==> src/rtl/reg_bus_arbiter.sv <==
// Two-requester round-robin arbiter driving a shared 8-bit register bus.
// Each grant runs one setup phase, then a single write strobe or a timed read capture, then an ack.
module reg_bus_arbiter #(
    parameter int unsigned SETUP_CYC = 1,
    parameter int unsigned READ_WAIT = 2
) (
    input  logic       clock50Mhz,
    input  logic       key_restart,
    input  logic       req0,
    input  logic       req1,
    input  logic [7:0] addr0,
    input  logic [7:0] addr1,
    input  logic [7:0] wdata0,
    input  logic [7:0] wdata1,
    input  logic       we0,
    input  logic       we1,
    output logic       ack0,
    output logic       ack1,
    output logic [7:0] rdata,
    output logic [7:0] bus_addr,
    output logic [7:0] bus_wdata,
    output logic       bus_write,
    input  logic [7:0] bus_rdata,
    output logic       busy,
    output logic       owner
);

    localparam int unsigned CNT_W = 4;

    typedef enum logic [2:0] {
        IDLE,
        SETUP,
        STROBE,
        WAIT,
        ACK
    } state_t;

    state_t             state, state_d;
    logic [CNT_W-1:0]   cnt, cnt_d;
    logic               we_q, we_d;
    logic               last_grant, last_grant_d;
    logic [7:0]         bus_addr_d, bus_wdata_d, rdata_d;
    logic               bus_write_d, ack0_d, ack1_d, busy_d, owner_d;
    logic               grant;

    // On a tie the requester that was not granted last wins.
    always_comb begin
        if (req0 && req1) begin
            grant = ~last_grant;
        end else begin
            grant = req1;
        end
    end

    // Next-state and next-output computation; strobe and acks default to idle-low.
    always_comb begin
        state_d      = state;
        cnt_d        = cnt;
        we_d         = we_q;
        last_grant_d = last_grant;
        bus_addr_d   = bus_addr;
        bus_wdata_d  = bus_wdata;
        rdata_d      = rdata;
        busy_d       = busy;
        owner_d      = owner;
        bus_write_d  = 1'b0;
        ack0_d       = 1'b0;
        ack1_d       = 1'b0;

        unique case (state)
            IDLE: begin
                if (req0 || req1) begin
                    owner_d      = grant;
                    last_grant_d = grant;
                    bus_addr_d   = grant ? addr1  : addr0;
                    bus_wdata_d  = grant ? wdata1 : wdata0;
                    we_d         = grant ? we1    : we0;
                    busy_d       = 1'b1;
                    cnt_d        = CNT_W'(SETUP_CYC - 1);
                    state_d      = SETUP;
                end
            end
            SETUP: begin
                if (cnt == '0) begin
                    if (we_q) begin
                        bus_write_d = 1'b1;
                        state_d     = STROBE;
                    end else begin
                        cnt_d   = CNT_W'(READ_WAIT - 1);
                        state_d = WAIT;
                    end
                end else begin
                    cnt_d = cnt - CNT_W'(1);
                end
            end
            STROBE: begin
                state_d = ACK;
            end
            WAIT: begin
                if (cnt == '0) begin
                    rdata_d = bus_rdata;
                    state_d = ACK;
                end else begin
                    cnt_d = cnt - CNT_W'(1);
                end
            end
            ACK: begin
                ack0_d  = ~owner;
                ack1_d  = owner;
                busy_d  = 1'b0;
                state_d = IDLE;
            end
            default: begin
                state_d = IDLE;
            end
        endcase
    end

    // Reset leaves the pointer on requester 1 so requester 0 wins the first tie.
    always_ff @(posedge clock50Mhz or negedge key_restart) begin
        if (!key_restart) begin
            state      <= IDLE;
            cnt        <= '0;
            we_q       <= 1'b0;
            last_grant <= 1'b1;
            bus_addr   <= '0;
            bus_wdata  <= '0;
            bus_write  <= 1'b0;
            rdata      <= '0;
            ack0       <= 1'b0;
            ack1       <= 1'b0;
            busy       <= 1'b0;
            owner      <= 1'b0;
        end else begin
            state      <= state_d;
            cnt        <= cnt_d;
            we_q       <= we_d;
            last_grant <= last_grant_d;
            bus_addr   <= bus_addr_d;
            bus_wdata  <= bus_wdata_d;
            bus_write  <= bus_write_d;
            rdata      <= rdata_d;
            ack0       <= ack0_d;
            ack1       <= ack1_d;
            busy       <= busy_d;
            owner      <= owner_d;
        end
    end

endmodule

==> config.mk <==
export PLATFORM = sky130hd
export DESIGN_NAME = reg_bus_arbiter
export DESIGN_NICKNAME = d
export VERILOG_FILES = /design/src/rtl/reg_bus_arbiter.sv
export SDC_FILE = /design/constraint.sdc
export NUM_CORES = 1
export LEC_CHECK = 0
export ABC_AREA = 1
export BUFFER_PORTS_ARGS = -buffer_cell sky130_fd_sc_hd__buf_4
export CELL_PAD_IN_SITES_DETAIL_PLACEMENT = 0
export CELL_PAD_IN_SITES_GLOBAL_PLACEMENT = 1
export CORE_UTILIZATION = 35
export CTS_BUF_LIST = sky130_fd_sc_hd__clkbuf_4
export DETAILED_ROUTE_END_ITERATION = 8
export HOLD_SLACK_MARGIN = 0.06
export PLACE_DENSITY = 0.9
export SYNTH_ARGS = -nofsm -noshare
export SYNTH_HDL_FRONTEND = slang
export SYNTH_SLANG_ARGS = --single-unit
==> constraint.sdc <==
create_clock -name clock50Mhz -period 1.6 [get_ports clock50Mhz]
set_input_delay 0.08 -clock clock50Mhz [delete_from_list [all_inputs] [get_ports clock50Mhz]]
set_output_delay 0.08 -clock clock50Mhz [all_outputs]
set_load 0.02 [all_outputs]
==> metrics.md <==
| Metric | Value |
|---|---|
| Share of the yosys chip area belonging to registers | 53.4% |
| Number of max-cap violations | 0 |
| RSZ-0062 raised after global routing | false |
| Post-DP HPWL | 2930 um |
| Wire length per cell | 12.3 um |
| Later-pin clock latency in the skew report | 330 ps |
| Worst Setup SP | last_grant$_DFFE_PN1P_ |
| Arrival @ worst endpoint | 1670 ps |
| Chip Height | 73.4 um |
| Most common cell in the netlist | nand2_1 |
| Syn avg cell area | 8.70 um^2 |
| Leak | 0.00141 uW |
| Clock Sinks | 38 |
| Nets | 370 |
| Syn Std Cell Area | 0.00178 mm^2 |
| FF-to-FF Start | last_grant$_DFFE_PN1P_ |
| Fin cells | 391 |
| R2r worst-path depth | 4 |
| Die area | 0.00538 mm^2 |
| First-pass GRT wire length | 7980 um |
| Syn-to-layout area delta | 59.4% |
| Vias in the first global route | 1741 |
| Unique masters post-synth | 23 |
| Worst Max-Slew Pin Slew | 488 ps |
| Status | finished clean |
| Mapped Nets | 252 |
| CTS buffer count | 5 |
| Slew Limit Fails | 0 |
| H-Tree Depth | 2 |
| Clock buffer depth | 2 |
| Final Skew | 7.70 ps |
| Post-Place Cells | 340 |
| Clk root buf | clkbuf_4 |
| # setup viols final | 0 |
| Worst min-delay path class | in -> reg |
| R2r setup slk | 160 ps |
| Worst setup EP type | register |
| Vias/cell | 4.54 |
| Main area contributors after synthesis | dfrtp_1 52%, nand2_1 11%, o21ai_0 5.6% |
| I/O pin total | 75 |
| Worst Setup EP | bus_wdata[0]$_DFFE_PN0P_ |
| Fmax | 695 MHz |
| Clk pin slew, worst setup/hold paths | 110 ps |
| Minimum clock period | 1440 ps |
| Fraction of layout cells with a size suffix above 1 | 30.2% |
| Pwr Density | 1650 mW/mm^2 |
| Dominant cell type by area after synthesis | dfrtp_1 |
| Setup TNS | 0 ps |
| DRC violations left | 0 |
| Cell Rows | 25 |
| Via count | 1776 |
| Largest net degree at the start of global routing | 39 |
| Hold Vio Cnt, Final | 0 |
| Core area | 0.00482 mm^2 |
| WS Path Type | reg -> reg |
| Synthesized flop and latch total | 38 |
| Fin crit share | 89.9% |
| Post-synth top flop | dfrtp_1 |
| Kind of start point of the critical path | register |
| Critical R2R Capture | bus_wdata[0]$_DFFE_PN0P_ |
| Post-route ant nets | 0 |
| Synth Instances | 205 |
| Antenna cells | 0 |
| Post-synth top area share | 51.9% |
| Global-route usage over all layers | 19.8% |
| Max-Slew Margin vs Limit | 67.5% |
| Setup Fix Bufs, Post-CTS | 0 |
| Req. time, crit path | 1830 ps |
| VDD IR-drop max | 0.730 mV |
| CTS tree | yes |
| Number of synthesized flops with an enable pin | 0 |
| Commonest cells post-synth | 53 x nand2_1, 37 x dfrtp_1, 22 x nor2_1, 20 x o21ai_0, 17 x o21ai_1 |
| Synth warn | 0 |
| Starting Density | 37.0% |
| Port buffer count | 74 |
| Width of the die | 73.4 um |
| Crit Path Max Fanout | 19 |
| 1st-pass router iterations | 4 |
| Routed WL | 4820 um |
| Starting DRT DRC Count | 112 |
| Routability congestion estimate | 0.780 |
| Remaining global-route overflow | 0 |
| Antenna violations before repair | 0 |
| Async SR Flop Fraction | 100% |
[cell families after synthesis]
| family | Yosys count | share of synthesized area, % |
|---|---|---|
| and+or+nand+nor | 102 | 26.1 |
| buffers and inverters | 23 | 7.30 |
| xor gates and xnor gates | 1 | 0.491 |
| AOI/OAI and AO/OA | 40 | 12.0 |
| DFF | 38 | 53.4 |
| adders and majority gates | 1 | 0.702 |
[metrics by stage]
step           area [um^2]  total power [uW]  utilization, %  hold slack, ps  worst slack (ps)
2_1_floorplan         1780              3340               -            -216               328
3_3_place_gp          2360              4140            49.0            74.9               179
3_5_place_dp          2360              4170            49.0            76.9               169
4_1_cts               2840              4710            59.0             115               165
5_1_grt               2840              5090            59.0             132              40.2
6_report              2840              4680            59.0             128               161
[final cells by class]
type | instances | area [um^2]
clock buffer | 5 | 37.5
fill | 439 | 1980
clock inverter | 3 | 11.3
inverter | 16 | 62.6
sequential | 38 | 952
timing repair buffer | 118 | 993
tap | 67 | 83.8
multi-input combinational | 144 | 701
[critical path: stages (launching register included)]
cell and delay [ps]:
dfstp_2 400, a21oi_4 420, inv_2 250, nor2_1 160
o21ai_0 100
[registers in the layout (all words and copies together), names as in the netlist]
register    flops
owner           1
busy            1
bus_addr        8
state           3
we_q            1
bus_wdata       8
cnt             4
bus_write       1
last_grant      1
ack0            1
ack1            1
rdata           8
[layer usage]
metal | vias up | share of wire (%) | global-route usage [%]
met4 | 0 | 2.6 | 7.69
li1 | 904 | - | -
met2 | 48 | 52 | 34.2
met3 | 14 | 4.5 | 5.90
met1 | 810 | 41 | 23.3
met5 | - | 0 | 0
[timing repair]
action,in CTS,in global routing
hold buffers,43,0
resized for setup,0,0
endpoints found under the setup margin,0,0
hold endpoints to repair,63,0
[how the worst min path moves through the flow]
| stage | startpoint | end | slack, ps | cells after the start |
|---|---|---|---|---|
| 2_1_floorplan | key_restart | ack0$_DFF_PN0_ | -220 | 0 |
| 3_3_place_gp | key_restart | rdata[6]$_DFFE_PN0N_ | 70 | 1 |
| 3_5_place_dp | key_restart | rdata[6]$_DFFE_PN0N_ | 80 | 1 |
| 4_1_cts | req0 | last_grant$_DFFE_PN1P_ | 110 | 4 |
| 5_1_grt | req0 | last_grant$_DFFE_PN1P_ | 130 | 4 |
| 6_report | req0 | last_grant$_DFFE_PN1P_ | 130 | 4 |
[layout by cell type, fill, tap and decap left out]
master         Yosys  routed
a21oi_1            1       1
buf_4              3      75
inv_1              9       9
inv_2              6       6
nand4_1            1       1
nor2_4             2       2
nand2_1           53      53
clkinv_1           0       3
a21oi_4            1       1
dfrtp_1           37      37
xor2_1             1       1
nor2_1            22      22
ha_1               1       1
o21ai_0           20      20
inv_4              1       1
nand4_4            1       1
nor3_1             1       1
a211oi_1           1       1
nand3_1           16      16
dlygate4sd3_1      0      43
o21ai_1           17      17
nand2_2            5       5
nand3_4            1       1
clkbuf_4           0       5
dfstp_2            1       1
[report_power, final]
part	switching [uW]	internal (uW)	leakage (uW)
Combinational	1530	1020	0.000918
Clock	293	157	0.0000277
Sequential	275	1410	0.000468
Total	2100	2580	0.00141
Note: power is estimated with default switching activity, not from simulation.
